## src/rtl/rv_ctrl_pkg.sv

```systemverilog
// Shared control-path definitions: redirect FSM state encoding and default address width.
package rv_ctrl_pkg;

   localparam int XLEN_DEFAULT = 32;

   typedef enum logic [1:0] {
      IDLE  = 2'd0,
      REQ   = 2'd1,
      DRAIN = 2'd2
   } redir_state_e;

endpackage

```

## src/rtl/sat_counter.sv

```systemverilog
// Up-counter that sticks at all-ones instead of wrapping; synchronous active-low clear.
module sat_counter #(
   parameter int W = 32
) (
   input  logic         clk,
   input  logic         clr_n,
   input  logic         inc,
   output logic [W-1:0] count
);

   localparam logic [W-1:0] ONE = W'(1);

   always_ff @(posedge clk) begin
      if (!clr_n) begin
         count <= '0;
      end else if (inc && (count != '1)) begin
         count <= count + ONE;
      end
   end

endmodule

```

## src/rtl/redirect_ctrl.sv

```systemverilog
// Branch/jump redirect controller: IDLE -> REQ (offer redirect, flush, stall) -> DRAIN -> IDLE.
// Optional saturating perf counters are built only when REDIRECT_PERF_EN is defined.
module redirect_ctrl
   import rv_ctrl_pkg::*;
#(
   parameter int XLEN   = XLEN_DEFAULT,
   parameter int PERF_W = 32
) (
   input  logic              clk,
   input  logic              rst_n,
   input  logic              ex_valid,
   input  logic              jump_flag,
   input  logic [XLEN-1:0]   jump_target,
   input  logic              fetch_ready,
   output logic              redir_valid,
   output logic [XLEN-1:0]   redir_pc,
   output logic              flush_if,
   output logic              flush_id,
   output logic              stall_ex,
   output logic [PERF_W-1:0] jump_count,
   output logic [PERF_W-1:0] stall_count,
   output redir_state_e      state_dbg
);

   // Fetch handshake: redir_valid/redir_pc are offered in REQ and held stable until
   // a cycle where fetch_ready=1 is sampled with redir_valid=1; that cycle is the transfer.

   localparam logic [XLEN-1:0] ALIGN_MASK = ~XLEN'(1);

   redir_state_e state;
   redir_state_e state_nxt;
   logic         accept;

   // New jumps are only seen in IDLE; anything arriving while busy is dropped.
   assign accept    = (state == IDLE) && ex_valid && jump_flag;
   assign state_dbg = state;

   always_ff @(posedge clk) begin
      if (!rst_n) begin
         state    <= IDLE;
         redir_pc <= '0;
      end else begin
         state <= state_nxt;
         if (accept) begin
            redir_pc <= jump_target & ALIGN_MASK;
         end
      end
   end

   always_comb begin
      state_nxt   = state;
      redir_valid = 1'b0;
      flush_if    = 1'b0;
      flush_id    = 1'b0;
      stall_ex    = 1'b0;
      case (state)
         IDLE: begin
            if (accept) state_nxt = REQ;
         end
         REQ: begin
            redir_valid = 1'b1;
            flush_if    = 1'b1;
            flush_id    = 1'b1;
            stall_ex    = 1'b1;
            if (fetch_ready) state_nxt = DRAIN;
         end
         DRAIN: begin
            flush_if  = 1'b1;
            stall_ex  = 1'b1;
            state_nxt = IDLE;
         end
         default: state_nxt = IDLE;
      endcase
   end

`ifdef REDIRECT_PERF_EN
   sat_counter #(.W(PERF_W)) u_jump_cnt (
      .clk   (clk),
      .clr_n (rst_n),
      .inc   (accept),
      .count (jump_count)
   );

   sat_counter #(.W(PERF_W)) u_stall_cnt (
      .clk   (clk),
      .clr_n (rst_n),
      .inc   (stall_ex),
      .count (stall_count)
   );
`else
   assign jump_count  = '0;
   assign stall_count = '0;
`endif

endmodule

```

## config.mk

```make
export PLATFORM = sky130hd
export DESIGN_NAME = redirect_ctrl
export DESIGN_NICKNAME = d
export VERILOG_FILES = /design/src/rtl/rv_ctrl_pkg.sv /design/src/rtl/sat_counter.sv /design/src/rtl/redirect_ctrl.sv
export SDC_FILE = /design/constraint.sdc
export NUM_CORES = 1
export LEC_CHECK = 0
export CAP_MARGIN = 10
export CORE_ASPECT_RATIO = 1.75
export CORE_MARGIN = 3
export CORE_UTILIZATION = 38
export CTS_BUF_LIST = sky130_fd_sc_hd__clkbuf_4
export CTS_CLUSTER_DIAMETER = 100
export DETAILED_ROUTE_END_ITERATION = 12
export PLACE_DENSITY = 0.87
export SETUP_SLACK_MARGIN = 0.3
export SLEW_MARGIN = 20
export SYNTH_ARGS = -nofsm -noshare
export SYNTH_HDL_FRONTEND = slang
export SYNTH_HIERARCHICAL = 1
export SYNTH_SLANG_ARGS = --single-unit
```

## constraint.sdc

```tcl
create_clock -name clk -period 2.2 [get_ports clk]
set_input_delay 0.33 -clock clk [delete_from_list [all_inputs] [get_ports clk]]
set_output_delay 0.33 -clock clk [all_outputs]
set_load 0.005 [all_outputs]
```

---- Yosys cells after proc, flatten, opt, wreduce, memory -nomap -nowiden ----
Index checks and enable logic that the tools add are counted.
cells by class
  eq/ne operators ......................... 4
  muxes and demuxes ....................... 5
  reductions and logical operators ........ 5
operator list
  operator                                                          number
  2-bit 2-to-1 mux                                                  2
  2-bit inequality test (second input constant)                     2
  2-bit case mux with 2 select lines                                1
  2-bit by 1-bit == test with 1-bit output (second input constant)  1
  2-bit == test (second input constant)                             1
  1-bit logical AND                                                 2
  2-bit logical NOT                                                 1
  1-bit 2-to-1 mux                                                  2
  2-bit AND reduction                                               1
  2-bit OR reduction                                                1
storage, ports and cells
  bits in registers ....................... 33
  output and inout port bits .............. 102

---- Depth between registers and ports, before layout ----
Gate-level depths: netlist (run 1).
  word-level depth ........................ 5
  gate-level depth with buffers ........... 7

---- Worst setup path after synthesis (run 1) ----
OpenSTA, ideal clock, no wires.
  path type ............................... flip-flop to flip-flop
  start point ............................. reg state[0], in the netlist state_dbg[0]
  end point ............................... reg redir_pc[1]
  library setup time ...................... 0.118 ns
  arrival ................................. 1.176 ns
  slack ................................... 0.906 ns
  cell stages (with the launch flop) ...... 8
  clock period less this slack ............ 1.294 ns
  cell sequence ........................... dfxtp_1 inv_1 ha_1 and3_1 buf_6 buf_12 nand2_1 a21boi_2
on the way
  longest elaborated chain between the ends .. 3
ends and longest elaborated chain
  what                            RTL line             RTL
  start: declaration              redirect_ctrl.sv:30  redir_state_e state;
  start signal: assignment        redirect_ctrl.sv:43  state <= state_nxt;
  2-bit logical NOT               redirect_ctrl.sv:35  assign accept = (state == IDLE) && ex_valid && jump_flag;
  1-bit logical AND (2 in a row)  redirect_ctrl.sv:35
  end signal: assignment          redirect_ctrl.sv:45  redir_pc <= jump_target & ALIGN_MASK;
  end: declaration                redirect_ctrl.sv:16  output logic [XLEN-1:0] redir_pc,
Every way passes these cells.
A chain may end at the register's enable or synchronous reset.

---- Worst setup path in the final report (run 1) ----
  start point ............................. reg state[1], in the netlist state_dbg[1]
  end point ............................... out redir_valid
on the way
  longest elaborated chain between the ends .. 2
ends and longest elaborated chain
  what                                      RTL line             RTL
  2-bit by 1-bit == test with 1-bit output  redirect_ctrl.sv:56  case (state)
  1-bit 2-to-1 mux                          redirect_ctrl.sv:56
  end: declaration                          redirect_ctrl.sv:15  output logic redir_valid,
Every way passes these cells.

==> results of run 1 <==
sequential cells by signal, indices dropped and copies added, names as in the netlist:
| register | flops |
|---|---|
| state_dbg | 2 |
| redir_pc | 31 |
what timing repair did:
| item | in CTS | in global routing |
|---|---|---|
| endpoints found under the setup margin | 2 | 3 |
| resized for setup | 3 | 3 |
| endpoints found under the hold margin | 0 | 0 |
| setup buffers | 1 | 0 |
final timing paths:
path | startpoint | end | slack (ps) | cells after the start
setup / recovery | state_dbg[1] | redir_valid | 430 | 3
hold / removal | redir_pc[9] | redir_pc[9] | 470 | 2
setup reg to reg | state_dbg[1] | redir_pc[30] | 830 | 6
hold reg to reg | redir_pc[9] | redir_pc[9] | 470 | 2
logic make-up (layout without fill, tap and decap cells):
| family | count (synthesis) | after routing | share of synthesized area |
|---|---|---|---|
| compound gates | 35 | 35 | 0.1919 |
| mux | 1 | 1 | 0.005152 |
| flops | 33 | 33 | 0.3400 |
| buf+inv | 80 | 90 | 0.3059 |
| other cells | 1 | 65 | 0.001930 |
| simple gates | 66 | 66 | 0.1359 |
| fa+ha+maj | 3 | 3 | 0.01932 |
worst min-delay path: stages, from the launching register on:
cell and delay, ps:
dfxtp_1 320, nand2_1 60, a21boi_2 50
layer usage:
layer	GRT usage	vias to the layer above	wire length, um
met5	0	-	0
met4	0.07679	0	124
met3	0.03077	10	434
met2	0.2442	101	2133
met1	0.1217	647	1277
li1	-	701	-
through the flow:
| step | std cells | cell area (um2) | total power [mW] |
|---|---|---|---|
| 2_1_floorplan | 283 | 2183 | 1.158 |
| 3_3_place_gp | 336 | 2431 | 1.349 |
| 3_5_place_dp | 336 | 2431 | 1.369 |
| 4_1_cts | 345 | 2519 | 1.844 |
| 5_1_grt | 345 | 2534 | 1.935 |
| 6_report | 345 | 2534 | 1.816 |
power by group through the flow:
stage	clock (mW)	combinational (mW)	sequential (mW)
global route	0.492	0.724	0.719
finish	0.453	0.654	0.709
CTS	0.479	0.659	0.706
detailed placement	0	0.649	0.720
floorplan	0	0.435	0.723
global placement	0	0.635	0.714
layout make-up:
class | instances | area [um2]
fillers | 480 | 2297
multi-input cells | 170 | 940.9
repair buffers | 79 | 774.5
flip-flops and latches | 33 | 663.1
well taps | 52 | 65.06
clock buffers | 6 | 45.04
clock inverters | 2 | 33.78
inverters | 3 | 11.26
placed cells by master (no fill, tap or decap):
cell              n
clkdlybuf4s50_1  70
conb_1           65
nand2_1          59
dfxtp_1          31
a21boi_2         30
buf_4             7
clkbuf_4          6
nand2_2           5
inv_1             3
a21boi_0          2
ha_1              2
dfxtp_2           2
and3_1            1
nand3_1           1
a21oi_1           1
mux2i_1           1
o21ai_0           1
o211a_1           1
ha_4              1
bufinv_16         1
clkinv_1          1
dlymetal6s2s_1    1
dlygate4sd2_1     1
==> flow_summary.yaml, run 1 <==
clock_network:
  hold_buffers: 0
  clock_latency_ps: 330
  numClockSinks: 33
  ctsLongestPathBuffers: 2
  htreeDepth: 2
  cts_tree: "built"
  clk_pin_slew_ps: 100
  root_buffer: "clkbuf_4"
  cts_buffers: 5
finish:
  drive_gt1_frac: 0.1775
  post-route-util: 0.5245
  area_growth_pct: 30.39
  diodes: 0
  nNetsFinal: 332
power_and_ir_drop:
  pwr-share-comb: 0.360
  power_density_nw_per_um2: 716.6
  power_frac_clock: 0.249
  leakage_nw: 1.047
  switchingPower_mw: 0.5341
  ir_drop_v: 0.0005376
  p_int_mw: 1.282
  power_frac_seq: 0.391
  power_switching_share: 0.2942
sta:
  fin_crit_sh: 0.8056
  tns_ps: 0
  fin_worst_skew_ps: 4.438
  fin_crit_ps: 1772
  setup_ws_ps: 427.8
  slew_viol_final: 0
  rsz0062_at_grt: "no"
  setup_viol: 0
  fmax_mhz: 564.3
  fin_hold_ws_ps: 466.4
  hold_violations: 0
setup_path:
  crit_family: "buffers and inverters"
  crit_path_max_incr_delay_ps: 490
  crit_chain: "inv_1, ha_4, clkdlybuf4s50_1"
  cp.required_ps: 1870
  endpoint_kind: "output port"
  cp_data_arrival_time_ps: 1440
  crit_slowest_cell: "clkdlybuf4s50_1"
  critPathBufInv: 2
  start_kind: "register"
  crit_type: "register to output port"
  cp_max_fo: 4
synth:
  yosys-top-cells-area: "dfxtp_1 34%, buf_4 26%, a21boi_2 17%"
  yosysUniqueCellTypes: 19
  yosysTopAreaCell: "dfxtp_1"
  synthArstFlopShare: 0
  synth_top_flop_cell: "dfxtp_1"
  yosys-top-cells-count: "67 x buf_4, 59 x nand2_1, 33 x dfxtp_1"
  yosysSeqAreaShare: 0.3400
  synth.cell_area_um2: 1943
  synth_edf_count: 0
  ys.warnings.count: 6
  syn_avg_cell_area_um2: 8.873
  ys_ff_latch: 33
  synth_top_area_share: 0.3400
  yosysMostFrequentCell: "buf_4"
  synth_cells: 219
placed_design:
  pre_cts_ws_ps: 622.0
  dpl.hpwl_mm: 3.145
  place_congestion: 0.6785
  io_buffers: 72
die:
  die-area_um2: 6041
  row_count: 33
  core-area_um2: 4831
  die-height_um: 100.6
  die_w_um: 60.06
  initial_core_util: 0.4022
  ios: 139
routing:
  routed_wl_mm: 3.970
  drt_iter0_markers: 37
  vias: 1459
  drtAntennaViolNets: 0
  wl_per_cell_um: 11.51
  dr.pass1.iters: 4
  drc: 0
  vias_per_cell: 4.229
grt:
  gr-total-overflow: 0
  grt_pass1_vias: 1303
  grt_pass1_wl_mm: 5.954
  antenna_found_initial: 0
  grt_start_max_net_pins: 22
  grt.total_usage: 0.1311
outcome:
  status: "complete, no violations"
hold_path:
  holdCritPathClass: "register to register"
run:
  max_cap_viol_count: 0
Note: power is estimated with default switching activity, not from simulation.
==> run 2: changes to the inputs <==
--- a/config.mk
+++ b/config.mk
@@ -8,11 +8,11 @@
 export CAP_MARGIN = 10
 export CORE_ASPECT_RATIO = 1.75
 export CORE_MARGIN = 3
-export CORE_UTILIZATION = 38
+export CORE_UTILIZATION = 32
 export CTS_BUF_LIST = sky130_fd_sc_hd__clkbuf_4
 export CTS_CLUSTER_DIAMETER = 100
 export DETAILED_ROUTE_END_ITERATION = 12
-export PLACE_DENSITY = 0.87
+export PLACE_DENSITY = 0.78
 export SETUP_SLACK_MARGIN = 0.3
 export SLEW_MARGIN = 20
 export SYNTH_ARGS = -nofsm -noshare
==> constraint.sdc (replaced) <==
create_clock -name clk -period 1.53 [get_ports clk]
set_input_delay 0.2295 -clock clk [delete_from_list [all_inputs] [get_ports clk]]
set_output_delay 0.2295 -clock clk [all_outputs]
set_load 0.005 [all_outputs]
==> run 2 against run 1 <==
Count of clock-buffer cells in the layout shrank 1. Highest routed layer unchanged. Combinational power grew 94%. Critical path type unchanged. Cell area grew 9.0%. Sequential cell count is the same. Register-to-register slack lost 620 ps.
==> flow_summary.yaml, run 2 (same netlist as run 1, synthesis figures left out) <==
die:
  row_count: 37
  die-height_um: 109.1
  die_w_um: 64.91
  die-area_um2: 7080
  core-area_um2: 5879
  ios: 139
  initial_core_util: 0.3305
setup_path:
  cp_max_fo: 4
  regToRegEndpoint: "redir_pc[18]"
  r2r_cells: 7
  crit_type: "register to output port"
  ff2ff_setup_slack_ps: 210
  start_kind: "register"
  endpoint_kind: "output port"
  cp.required_ps: 1300
  r2r-start: "state_dbg[1]"
  cp_data_arrival_time_ps: 1100
  worstSetupStartpoint: "state_dbg[1]"
clock_network:
  numClockSinks: 33
  root_buffer: "clkbuf_4"
  clock_latency_ps: 320
  htreeDepth: 2
  cts_buffers: 5
  cts_tree: "built"
  clk_pin_slew_ps: 100
  hold_buffers: 0
  ctsLongestPathBuffers: 2
sta:
  hold_violations: 0
  setup_viol: 0
  setup_ws_ps: 202.5
  fin_crit_sh: 0.8676
  fin_hold_ws_ps: 450.9
  fin_worst_skew_ps: 3.895
  tns_ps: 0
  fin_crit_ps: 1328
  fmax_mhz: 753.3
  slew_viol_final: 0
  rsz0062_at_grt: "yes"
hold_path:
  hold_depth: 3
  hold_end: "redir_pc[21]"
  hp-start: "jump_target[21]"
  holdCritPathClass: "input pin to register"
outcome:
  status: "complete, no violations"
finish:
  largest_reg_flops: 31
  regMostFlops: "redir_pc"
  postLayoutCellArea_um2: 2763
  area_growth_pct: 42.18
  fin_cells: 377
  final_common_cell: "conb_1"
  diodes: 0
  final_cell_mix: "65 x conb_1, 50 x nand2_1, 35 x clkdlybuf4s50_1"
  post-route-util: 0.4699
  fillers: 606
  nNetsFinal: 340
  drive_gt1_frac: 0.3278
routing:
  vias: 1503
  drt_iter0_markers: 18
  vias_per_cell: 3.987
  drtAntennaViolNets: 0
  drc: 0
  wl_per_cell_um: 11.53
  dr.pass1.iters: 4
  routed_wl_mm: 4.345
placed_design:
  pre_cts_ws_ps: 73.52
  place_congestion: 0.6569
  io_buffers: 72
  place_inst: 361
  place_area_um2: 2485
  dpl.hpwl_mm: 2.993
power_and_ir_drop:
  p_total_mw: 2.727
  ir_drop_v: 0.0005390
  power_density_nw_per_um2: 987.2
  leakage_nw: 1.301
grt:
  antenna_found_initial: 0
  grt_pass1_wl_mm: 5.878
  grt_pass1_vias: 1268
  grt.total_usage: 0.1081
  grt_start_max_net_pins: 35
  gr-total-overflow: 0
run:
  max_cap_viol_count: 0
[run 2: power by group]
| group | switching [mW] | total [mW] | internal [mW] |
|---|---|---|---|
| sequential | 0.0518 | 1.02 | 0.972 |
| clock | 0.273 | 0.433 | 0.159 |
| combinational | 0.542 | 1.27 | 0.730 |
| total | 0.867 | 2.73 | 1.86 |
[run 2: area by class of cell]
class	count	area (um2)	area share
inverters	3	13.76	0.004982
clock buffers	5	37.54	0.01359
multi-input cells	170	1020	0.3691
clock inverters	1	5.005	0.001812
repair buffers	87	903.4	0.3270
well taps	78	97.59	0.03533
flip-flops and latches	33	685.7	0.2482
[run 2: layer usage]
layer	global-route usage	wire (um)	vias to the layer above
li1	-	-	721
met1	0.1042	1449	676
met2	0.2059	2345	102
met3	0.03711	505	4
met4	0.04085	45	0
met5	0	0	-
[run 2: worst max-delay path by stage]
stage                  endpoint  slack [ps]  depth (start not counted)
floorplan           redir_pc[1]         300                          7
global placement       stall_ex          90                          3
detailed placement     stall_ex          70                          3
CTS                    stall_ex          80                          3
global route           flush_if         150                          3
finish                 stall_ex         200                          3
[run 2: repair_timing]
action / 4_1_cts / 5_1_grt
cloned: 0 / 3
gates resized for setup: 85 / 34
pin swaps: 0 / 7
setup buffers: 4 / 3
endpoints found under the hold margin: 0 / 0
endpoints found under the setup margin: 70 / 38
[run 2: critical path, stage by stage (launching register included)]
cell	delay (ps)
dfxtp_2	370
inv_4	60
ha_4	270
buf_6	90
==> run 3: changes to the inputs <==
--- a/config.mk
+++ b/config.mk
@@ -8,11 +8,11 @@
 export CAP_MARGIN = 10
 export CORE_ASPECT_RATIO = 1.75
 export CORE_MARGIN = 3
-export CORE_UTILIZATION = 32
+export CORE_UTILIZATION = 36
 export CTS_BUF_LIST = sky130_fd_sc_hd__clkbuf_4
 export CTS_CLUSTER_DIAMETER = 100
 export DETAILED_ROUTE_END_ITERATION = 12
-export PLACE_DENSITY = 0.78
+export PLACE_DENSITY = 0.83
 export SETUP_SLACK_MARGIN = 0.3
 export SLEW_MARGIN = 20
 export SYNTH_ARGS = -nofsm -noshare
==> constraint.sdc (replaced) <==
create_clock -name clk -period 1.4 [get_ports clk]
set_input_delay 0.21 -clock clk [delete_from_list [all_inputs] [get_ports clk]]
set_output_delay 0.21 -clock clk [all_outputs]
set_load 0.005 [all_outputs]
==> run 3 against run 2 <==
Worst setup slack got worse by 95 ps. Final cell count decreased by 4.5%. Sequential cell count did not move. Die area fell by 10%. Routed wire length is 0.30% lower. Largest cell class unchanged. Largest power group unchanged.
==> flow_summary.yaml, run 3 (same netlist as run 1, synthesis figures left out) <==
clock_network:
  ctsLongestPathBuffers: 2
  cts_buffers: 5
  hold_buffers: 0
  root_buffer: "clkbuf_4"
  cts_tree: "built"
  htreeDepth: 2
  numClockSinks: 33
  clock_latency_ps: 320
  clk_pin_slew_ps: 100
sta:
  slew_viol_final: 0
  fin_crit_ps: 1292
  setup_viol: 0
  fin_worst_skew_ps: 6.126
  hold_violations: 0
  fmax_mhz: 773.8
  fin_crit_sh: 0.9231
  tns_ps: 0
  rsz0062_at_grt: "yes"
grt:
  antenna_found_initial: 1
  grt_start_max_net_pins: 35
  grt_pass1_wl_mm: 6.168
  grt_pass1_vias: 1368
  grt.total_usage: 0.1328
  gr-total-overflow: 0
power_and_ir_drop:
  power_density_nw_per_um2: 1121
  leakage_nw: 1.319
  switchingPower_mw: 1.005
  power_frac_clock: 0.161
  p_total_mw: 3.149
  power_switching_share: 0.3192
  pwr-share-comb: 0.478
  power_frac_seq: 0.362
  ir_drop_v: 0.0009287
  p_int_mw: 2.143
setup_path:
  endpoint_kind: "output port"
  start_kind: "register"
  cp.required_ps: 1190
  ff2ff_setup_slack_ps: 110
  cp_data_arrival_time_ps: 1080
  r2r-start: "state_dbg[0]"
  cp_max_fo: 4
  r2r_cells: 7
  crit_type: "register to output port"
  regToRegEndpoint: "redir_pc[1]"
routing:
  routed_wl_mm: 4.332
  drtAntennaViolNets: 0
  drt_iter0_markers: 7
  dr.pass1.iters: 3
  vias: 1509
  vias_per_cell: 4.192
  wl_per_cell_um: 12.03
  drc: 0
hold_path:
  hold_end: "redir_pc[21]"
  hp-start: "jump_target[21]"
  hold_depth: 3
  holdCritPathClass: "input pin to register"
outcome:
  status: "complete, no violations"
finish:
  final_cell_mix: "65 x conb_1, 35 x clkdlybuf4s50_1, 33 x nand2_1"
  largest_reg_flops: 31
  regMostFlops: "redir_pc"
  final_common_cell: "conb_1"
  drive_gt1_frac: 0.5311
  nNetsFinal: 345
  area_growth_pct: 44.49
die:
  die_w_um: 61.54
  core-area_um2: 5105
  die-area_um2: 6350
  row_count: 34
  initial_core_util: 0.3806
  die-height_um: 103.2
  ios: 139
placed_design:
  dpl.hpwl_mm: 3.073
  place_congestion: 0.6217
  io_buffers: 72
run:
  max_cap_viol_count: 0
==> run 3: cell count changes in the layout (fill, tap and decap cells not counted), sizes merged <==
| cell | delta |
|---|---|
| diode | +1 |
| clkdlybuf4s15 | +2 |
| buf | +14 |
| clkbuf | +20 |
| dlygate4sd2 | -30 |
==> run 3: area by class of cell <==
type / count / area, um2
fill: 486 / 2297
multi-input combinational: 170 / 1112
timing repair buffer: 92 / 855.8
sequential: 33 / 704.4
tap: 54 / 67.56
clock buffer: 6 / 45.04
inverter: 3 / 16.27
clock inverter: 1 / 3.754
antenna: 1 / 2.502
==> run 3: per-layer routing <==
layer,track usage,up-vias,wire [um]
met5,0,-,0
met4,0.06373,0,85
met3,0.03106,5,393
met2,0.2567,99,2454
met1,0.1218,672,1398
li1,-,733,-
==> run 3: how the worst max path moves through the flow <==
stage                            start      endpoint  slack (ps)
after CTS                 state_dbg[1]      stall_ex          80
after global routing      state_dbg[1]      stall_ex          30
final                     state_dbg[1]      stall_ex         110
after floorplan           state_dbg[0]  redir_pc[14]         250
after global placement        ex_valid  redir_pc[22]          20
after detailed placement      ex_valid  redir_pc[22]           1
==> run 3: through the flow <==
stage                       util  hold slack [ps]  cells  setup slack [ps]  area [um2]
after floorplan                -            338.2    283             252.5        2278
after detailed placement  0.4998            456.4    337             1.004        2551
final                     0.5500            431.3    360             107.7        2808
after global routing      0.5500            419.9    360             33.82        2808
after global placement    0.4998            452.2    337             20.85        2551
after CTS                 0.5561            405.8    351             78.66        2839
==> run 3: worst max-delay path: stages, from the launching register on <==
cell     delay [ps]
dfxtp_2         360
inv_4            50
ha_4            270
buf_6            90
==> run 3: power groups by stage <==
stage	Sequential [mW]	Combinational, mW	Clock [mW]
after floorplan	1.14	0.765	0
after global placement	1.13	1.11	0
after detailed placement	1.14	1.13	0
after CTS	1.13	1.35	0.531
after global routing	1.15	1.65	0.562
final	1.14	1.50	0.506
==> run 3: repair_timing <==
action                     4_1_cts  5_1_grt
pin swaps                        1        4
resized for setup              150       41
gates cloned                     2        1
setup buffers                    5        7
setup endpoints to repair       70       67
